**src/rtl/div8x4_seq_if.sv**
```systemverilog
// Request/result bundle for the 8-by-4 sequential divider.
interface div8x4_seq_if;
  logic       start;
  logic [7:0] dividend;
  logic [3:0] divisor;
  logic [7:0] quotient;
  logic [3:0] remainder;
  logic       busy;
  logic       done;
  logic       div_by_zero;

  // Requester side: drives operands, observes results.
  modport master (
    output start,
    output dividend,
    output divisor,
    input  quotient,
    input  remainder,
    input  busy,
    input  done,
    input  div_by_zero
  );

  // Divider side: samples operands, drives results.
  modport slave (
    input  start,
    input  dividend,
    input  divisor,
    output quotient,
    output remainder,
    output busy,
    output done,
    output div_by_zero
  );
endinterface

```
**src/rtl/div8x4_seq.sv**
```systemverilog
// Restoring unsigned divider, 8-bit dividend by 4-bit divisor, one quotient bit per cycle.
// A divide-by-zero request skips the iteration phase and completes on the next cycle.
module div8x4_seq (
  input logic         clk,
  input logic         rst,
  div8x4_seq_if.slave bus
);

  typedef enum logic [1:0] {
    StIdle = 2'd0,
    StRun  = 2'd1,
    StDone = 2'd2
  } state_e;

  state_e     state_q, state_d;
  logic [7:0] dvd_q, dvd_d;       // captured dividend, stable for the whole run
  logic [3:0] dvs_q, dvs_d;       // captured divisor
  logic [4:0] rem_q, rem_d;       // partial remainder
  logic [2:0] cnt_q, cnt_d;       // iteration index, 0..7
  logic [6:0] acc_q, acc_d;       // quotient bits gathered so far
  logic [7:0] quotient_q, quotient_d;
  logic [3:0] remainder_q, remainder_d;
  logic       dbz_q, dbz_d;

  // One iteration of the restoring step, driven purely from the current registers.
  logic       next_bit;
  logic [4:0] trial;
  logic [4:0] dvs_ext;
  logic       fits;
  logic [4:0] rem_step;

  always_comb begin
    // ~cnt_q == 7 - cnt_q, so the dividend is consumed MSB first.
    next_bit = dvd_q[~cnt_q];
    trial    = (rem_q << 1) | {4'b0000, next_bit};
    dvs_ext  = {1'b0, dvs_q};
    fits     = (trial >= dvs_ext);
    rem_step = fits ? (trial - dvs_ext) : trial;
  end

  // Next-state, operand capture and result loading.
  always_comb begin
    state_d     = state_q;
    dvd_d       = dvd_q;
    dvs_d       = dvs_q;
    rem_d       = rem_q;
    cnt_d       = cnt_q;
    acc_d       = acc_q;
    quotient_d  = quotient_q;
    remainder_d = remainder_q;
    dbz_d       = dbz_q;

    unique case (state_q)
      StIdle, StDone: begin
        if (bus.start) begin
          dvd_d = bus.dividend;
          dvs_d = bus.divisor;
          rem_d = 5'd0;
          cnt_d = 3'd0;
          acc_d = 7'd0;
          if (bus.divisor == 4'd0) begin
            state_d     = StDone;
            quotient_d  = 8'hFF;
            remainder_d = bus.dividend[3:0];
            dbz_d       = 1'b1;
          end else begin
            state_d = StRun;
          end
        end else begin
          state_d = StIdle;
        end
      end

      StRun: begin
        rem_d = rem_step;
        acc_d = {acc_q[5:0], fits};
        cnt_d = cnt_q + 3'd1;
        if (cnt_q == 3'd7) begin
          // Last iteration: publish the result in one step so no partial value is visible.
          state_d     = StDone;
          quotient_d  = {acc_q, fits};
          remainder_d = rem_step[3:0];
          dbz_d       = 1'b0;
        end
      end

      default: state_d = StIdle;
    endcase
  end

  // State and datapath registers with asynchronous reset.
  always_ff @(posedge clk or posedge rst) begin
    if (rst) begin
      state_q     <= StIdle;
      dvd_q       <= 8'd0;
      dvs_q       <= 4'd0;
      rem_q       <= 5'd0;
      cnt_q       <= 3'd0;
      acc_q       <= 7'd0;
      quotient_q  <= 8'd0;
      remainder_q <= 4'd0;
      dbz_q       <= 1'b0;
    end else begin
      state_q     <= state_d;
      dvd_q       <= dvd_d;
      dvs_q       <= dvs_d;
      rem_q       <= rem_d;
      cnt_q       <= cnt_d;
      acc_q       <= acc_d;
      quotient_q  <= quotient_d;
      remainder_q <= remainder_d;
      dbz_q       <= dbz_d;
    end
  end

  // Status flags decode directly from the state register.
  always_comb begin
    bus.busy        = (state_q == StRun);
    bus.done        = (state_q == StDone);
    bus.quotient    = quotient_q;
    bus.remainder   = remainder_q;
    bus.div_by_zero = dbz_q;
  end

endmodule
```
**src/flat_wrapper.sv**
```systemverilog
// flat-port wrapper written by rule: the top's interface ports become plain ports
module div8x4_seq_flat 
  (clk, rst, bus_start, bus_dividend, bus_divisor, bus_quotient, bus_remainder, bus_busy, bus_done, bus_div_by_zero);
  div8x4_seq_if bus_i ();
  input logic clk;
  input logic rst;
  input wire logic [$bits(bus_i.start)-1:0] bus_start;
  input wire logic [$bits(bus_i.dividend)-1:0] bus_dividend;
  input wire logic [$bits(bus_i.divisor)-1:0] bus_divisor;
  output wire logic [$bits(bus_i.quotient)-1:0] bus_quotient;
  output wire logic [$bits(bus_i.remainder)-1:0] bus_remainder;
  output wire logic [$bits(bus_i.busy)-1:0] bus_busy;
  output wire logic [$bits(bus_i.done)-1:0] bus_done;
  output wire logic [$bits(bus_i.div_by_zero)-1:0] bus_div_by_zero;
  assign bus_i.start = bus_start;
  assign bus_i.dividend = bus_dividend;
  assign bus_i.divisor = bus_divisor;
  assign bus_quotient = bus_i.quotient;
  assign bus_remainder = bus_i.remainder;
  assign bus_busy = bus_i.busy;
  assign bus_done = bus_i.done;
  assign bus_div_by_zero = bus_i.div_by_zero;
  div8x4_seq u_core (.clk(clk), .rst(rst), .bus(bus_i));
endmodule
```
**config.mk**
```make
export PLATFORM = sky130hd
export DESIGN_NAME = div8x4_seq_flat
export DESIGN_NICKNAME = d
export VERILOG_FILES = /design/src/rtl/div8x4_seq_if.sv /design/src/rtl/div8x4_seq.sv /design/src/flat_wrapper.sv
export SDC_FILE = /design/constraint.sdc
export NUM_CORES = 1
export LEC_CHECK = 0
export ABC_AREA = 1
export ABC_CLOCK_PERIOD_IN_PS = 2890
export BUFFER_PORTS_ARGS = -buffer_cell sky130_fd_sc_hd__buf_2
export CAP_MARGIN = 25
export CORE_MARGIN = 2
export CORE_UTILIZATION = 30
export CTS_CLUSTER_SIZE = 8
export DETAILED_ROUTE_END_ITERATION = 8
export MAX_ROUTING_LAYER = met4
export SYNTH_ARGS = -nofsm -noshare
export SYNTH_HDL_FRONTEND = slang
export SYNTH_SLANG_ARGS = --single-unit
```
**constraint.sdc**
```tcl
create_clock -name clk -period 2.89 [get_ports clk]
set_clock_uncertainty 0.2 [all_clocks]
set_input_delay 0.4335 -clock clk [delete_from_list [all_inputs] [get_ports clk]]
set_output_delay 0.4335 -clock clk [all_outputs]
set_load 0.01 [all_outputs]
```
# Word-level counts from Yosys, hierarchy flattened
# Index checks and enable logic that the tools add are counted.
# classes
n_reduce_logical	7
n_addsub	2
bitwise_logic	2
eq_ne	6
n_mux	25
magnitude_cmp	2
# op_table
operator	n
two-way mux 8 bit	3
two-way mux 4 bit	5
one-hot mux 4 bit (2 select lines)	2
one-hot mux 8 bit (2 select lines)	1
one-hot mux 7 bit (2 select lines)	1
two-way mux 7 bit	1
two-way mux 2 bit	3
one-hot mux 3 bit (2 select lines)	1
>= comparator 5 x 4 -> 1 bit	1
OR 5 x 1 -> 5 bit	1
logical NOT 4 bit	1
less-than comparator 3 x 4 -> 1 bit (second input constant)	1
two-way mux 1 bit	4
!= test 2 x 1 -> 1 bit (second input constant)	2
one-hot mux 2 bit (2 select lines)	1
AND reduction 2 bit	2
AND reduction 4 bit	1
subtractor 4 bit	1
adder 3 x 1 -> 3 bit (second input constant)	1
binary-select mux 1 bit (select 3 bit)	1
== test 3 bit (second input constant)	1
two-way mux 3 bit	1
inverter 3 bit	1
== test 2 x 1 -> 1 bit (second input constant)	1
other kinds (6)	6
# word_totals
register_bits	41
elab_cells	53
in_bits	15
out_inout_bits	15

# Longest topological paths before layout
# depth
word_depth	8
mapped_depth	19
mapped_depth_nobuf	19

# Worst setup path after synthesis
# OpenSTA, ideal clock, no wires.
# synth_path
path_kind	register to register
start	reg u_core.cnt_q[0]
end	reg u_core.remainder_q[2] (netlist: u_core.bus.remainder[2])
required_time_ps	2569
setup_slack_ps	777
arrival_time_ps	1792
path_buffers	0
setup_ps	121
stages_incl_launch_ff	16
period_less_slack_ps	2113
cell_sequence	dfrtp_1 -> inv_1 -> nand2_1 -> nand3_1 -> nand2_1 -> nand2_1 -> nand2_1 -> inv_1 -> ha_1 -> inv_1 -> fa_1 -> xor2_1 -> nand3_1 -> nand2_1 -> nand2_1 -> nand2_1
# synth_between
elab_chain_len	8
word_cells_on_any_way	12
cone_classes	add/sub: 1; order compare: 1; eq/ne: 2; mux: 5; bitwise: 2; reduce/logical: 1
# synth_rtl
element	line_no	rtl
start: declaration	div8x4_seq.sv:19	logic [2:0] cnt_q, cnt_d;
start signal: assignment	div8x4_seq.sv:108	cnt_q <= cnt_d;
inverter 3 bit	div8x4_seq.sv:34	next_bit = dvd_q[~cnt_q];
binary-select mux 1 bit (select 3 bit)	div8x4_seq.sv:34	
two-way mux 1 bit (not written as such)	div8x4_seq.sv:34	
OR 5 x 1 -> 5 bit	div8x4_seq.sv:35	trial = (rem_q << 1) | {4'b0000, next_bit};
subtractor 4 bit or >= comparator 5 x 4 -> 1 bit (tied branches)	div8x4_seq.sv:38, div8x4_seq.sv:37	
two-way mux 4 bit	div8x4_seq.sv:38	rem_step = fits ? (trial - dvs_ext) : trial;
two-way mux 4 bit	div8x4_seq.sv:78	if (cnt_q == 3'd7) begin
one-hot mux 4 bit (2 select lines)	div8x4_seq.sv:53	unique case (state_q)
end signal: assignment	div8x4_seq.sv:111	remainder_q <= remainder_d;
end: declaration	div8x4_seq.sv:22	logic [3:0] remainder_q, remainder_d;
# Several ways; a longest one is shown, not always the timed one. The select of a mux whose other input is x is not followed.
# A chain may end at the register's enable or synchronous reset.

# Final worst setup path
# Same ends and word-level chain as after synthesis.

==> impl_metrics.csv <==
group,metric,value,unit
timing,setup-tns-final,0,ns
critical_path,cp_slowest_cell,"dfrtp_1",
timing,holdWs,0.0514,ns
timing,finalHoldViolations,0,
critical_path,critical_path.top_delay_family,"simple AND/OR/NAND/NOR gates",
timing,timing.fmax,0.421,GHz
finish,seq_area,0.00103,mm2
critical_path,cp_data_required_time,2.93,ns
critical_path,r2r_cells,15,
finish,n_fill_cell,662,
synth,synth_top_area_cell,"dfrtp_1",
routing,drt.antenna.violating_nets,0,
place,routabilityCongestion,0.888,
global_routing,first_global_vias,1581,
clock_network,cts_resized,0,
global_routing,antenna_found_initial,0,
synth,synth_area_per_cell,8.30,um2
routing,first_iter_violations,111,
place,preCtsSetupSlack,0.546,ns
timing,worst_pin_slew,0.531,ns
clock_network,ctsHoldBuffers,0,
routing,first_pass_iters,4,
critical_path,end_kind,"register",
synth,ys_seq_area_share,52.1,%
clock_network,clk_pin_slew,0.08,ns
global_routing,grt_max_degree,42,
synth,synth_cells,237,
floorplan,ios,30,
status,outcome,"completed",
critical_path,cp.buffers_inverters,3,
critical_path,reg2reg_slack,0.52,ns
clock_network,cts.path.max_buffers,2,
finish,diodes,0,
clock_network,root_buffer,"clkbuf_8",
place,dp_hpwl,3050,um
critical_path,arrival,2.41,ns
critical_path,cpMostUsedCell,"nand2_1",
finish,finalNetCount,292,
critical_path,r2r_start,"u_core.cnt_q[0]$_DFFE_PP0P_",
critical_path,crit_type,"register to register",
routing,drt_wl_total,4210,um
finish,syn2layout_area_growth,15.5,%
floorplan,die_area,0.00722,mm2
synth,ys_top_cells_by_area,"dfrtp_1 52%, nand2_1 11%, inv_1 7.2%, nor2_1 5.1%, ha_1 3.8%",
timing,fin_crit_sh,82.1,%
finish,final_cells,348,
routing,wl_per_cell,12.1,um
global_routing,grt_pass1_wl,7450,um
timing,setup_ws,0.516,ns
clock_network,cts-htree-levels,2,
synth,syn-cell-area,0.00197,mm2
floorplan,rows,29,
synth,ys_ff_latch,41,
finish,final_area,0.00227,mm2
place,dp_cells,340,
clock_network,clock_latency,0.29,ns
critical_path,worstPathCellList,"inv_1 -> nand2_1 -> nand3_1 -> nand2_1 -> nand2_1 -> nand2_1 -> inv_1 -> ha_1 -> inv_1 -> fa_1 -> xor2_1 -> nand3_1 -> nand2_1 -> nand2_1 -> nand2_1",
timing,setup_violations,0,
global_routing,grt_use_total,13.3,%
floorplan,die_h,85.0,um
finish,multi_input_area,754,um2
timing,drv_slew,0,
timing,fin_crit,2.37,ns
floorplan,core,0.00635,mm2
synth,synth_top_area_share,52.1,%
pwr,power_density,1160,mW/mm2
place,portBuffers,29,
routing,vias_per_cell,4.56,
finish,final_cell_mix,"58 x nand2_1, 41 x dfrtp_1, 38 x inv_1, 29 x buf_2, 27 x nor2_1",
finish,final_common_cell,"nand2_1",
finish,drive_above_1_share,18.8,%
floorplan,start_util,31.0,%
routing,vias,1586,
clock_network,clock_sink_count,41,
timing,rsz0062_at_grt,"false",
place,place_area,0.00219,mm2
pwr,p_leak,1.25,nW
critical_path,critPathMaxStageDelay,0.44,ns
critical_path,r2r_end,"u_core.bus.remainder[2]$_DFFE_PP0P_",
critical_path,cp-start-kind,"register",
pwr,ir_drop,0.462,mV
clock_network,post_cts_buffers,0,
floorplan,die_x,85.0,um
timing,slew_headroom,64.6,%
global_routing,grt-ovfl-total,0,
clock_network,cts_tree,"built",
clock_network,cts_buffers,5,
worst_hold_path,worstHoldPathType,"primary input to async pin",
synth,ys_warn_count,0,
job,drv_cap,0,
routing,drc,0,
synth,syn-num-nets,259,
critical_path,path_max_fanout,6,
synth,yosysUniqueCellTypes,24,
==> cells by family after synthesis <==
logic type | synth area share, %
xor+xnor | 0.445
flops | 52.1
simple gates | 24.7
fa+ha+maj | 4.83
compound gates | 8.39
buf+inv | 9.54
==> power breakdown <==
part           total, W  internal (W)  switching [W]
Sequential     0.000990      0.000837       0.000154
Combinational   0.00127      0.000463       0.000807
Clock          0.000366      0.000172       0.000194
Total           0.00263       0.00147        0.00116
==> layout make-up <==
cell class / instances / area share, %
sequential: 41 / 45.1
multi-input combinational: 150 / 33.2
inverter: 41 / 6.88
timing repair buffer: 31 / 7.04
tap: 77 / 4.24
clock buffer: 8 / 3.52
==> metal layers <==
metal,global-route usage (%),wire [um]
met5,-,0
met4,3.90,61
met3,3.21,172
met2,20.9,1980
met1,17.2,1990
==> flip-flops by register name, summed over array words and instances, names as in the netlist <==
| signal | count |
|---|---|
| u_core.bus.div_by_zero | 1 |
| u_core.dvs_q | 4 |
| u_core.dvd_q | 8 |
| u_core.cnt_q | 3 |
| u_core.bus.remainder | 4 |
| u_core.bus.quotient | 8 |
| u_core.acc_q | 7 |
| u_core.state_q | 2 |
| u_core.rem_q | 4 |
==> stage by stage <==
stage,power (W),util [%]
2_1_floorplan,0.00194,-
3_3_place_gp,0.00224,34.5
3_5_place_dp,0.00227,34.5
4_1_cts,0.00265,35.8
5_1_grt,0.00291,35.8
6_report,0.00263,35.8
==> tightest hold or removal path: stages <==
cell   delay, ns
buf_2       0.09
inv_1       0.04
buf_4       0.43
==> worst max-delay path by stage <==
| stage | depth (start not counted) | startpoint | endpoint |
|---|---|---|---|
| 2_1_floorplan | 15 | u_core.cnt_q[0]$_DFFE_PP0P_ | u_core.bus.remainder[2]$_DFFE_PP0P_ |
| 3_3_place_gp | 15 | u_core.cnt_q[0]$_DFFE_PP0P_ | u_core.bus.remainder[2]$_DFFE_PP0P_ |
| 3_5_place_dp | 15 | u_core.cnt_q[0]$_DFFE_PP0P_ | u_core.bus.remainder[2]$_DFFE_PP0P_ |
| 4_1_cts | 15 | u_core.cnt_q[0]$_DFFE_PP0P_ | u_core.bus.remainder[2]$_DFFE_PP0P_ |
| 5_1_grt | 19 | u_core.cnt_q[0]$_DFFE_PP0P_ | u_core.bus.remainder[0]$_DFFE_PP0P_ |
| 6_report | 15 | u_core.cnt_q[0]$_DFFE_PP0P_ | u_core.bus.remainder[2]$_DFFE_PP0P_ |
==> synthesized netlist by cell type, drive strengths merged <==
master and count:
o21ai 15, a21oi 9, clkbuf 2, o22ai 6
nor2 33, ha 6, inv 41, buf 3
nand4 3, nand2 62, xor2 1, dfrtp 41
fa 1, nand3 14
Power figures use the tool's default switching activity.
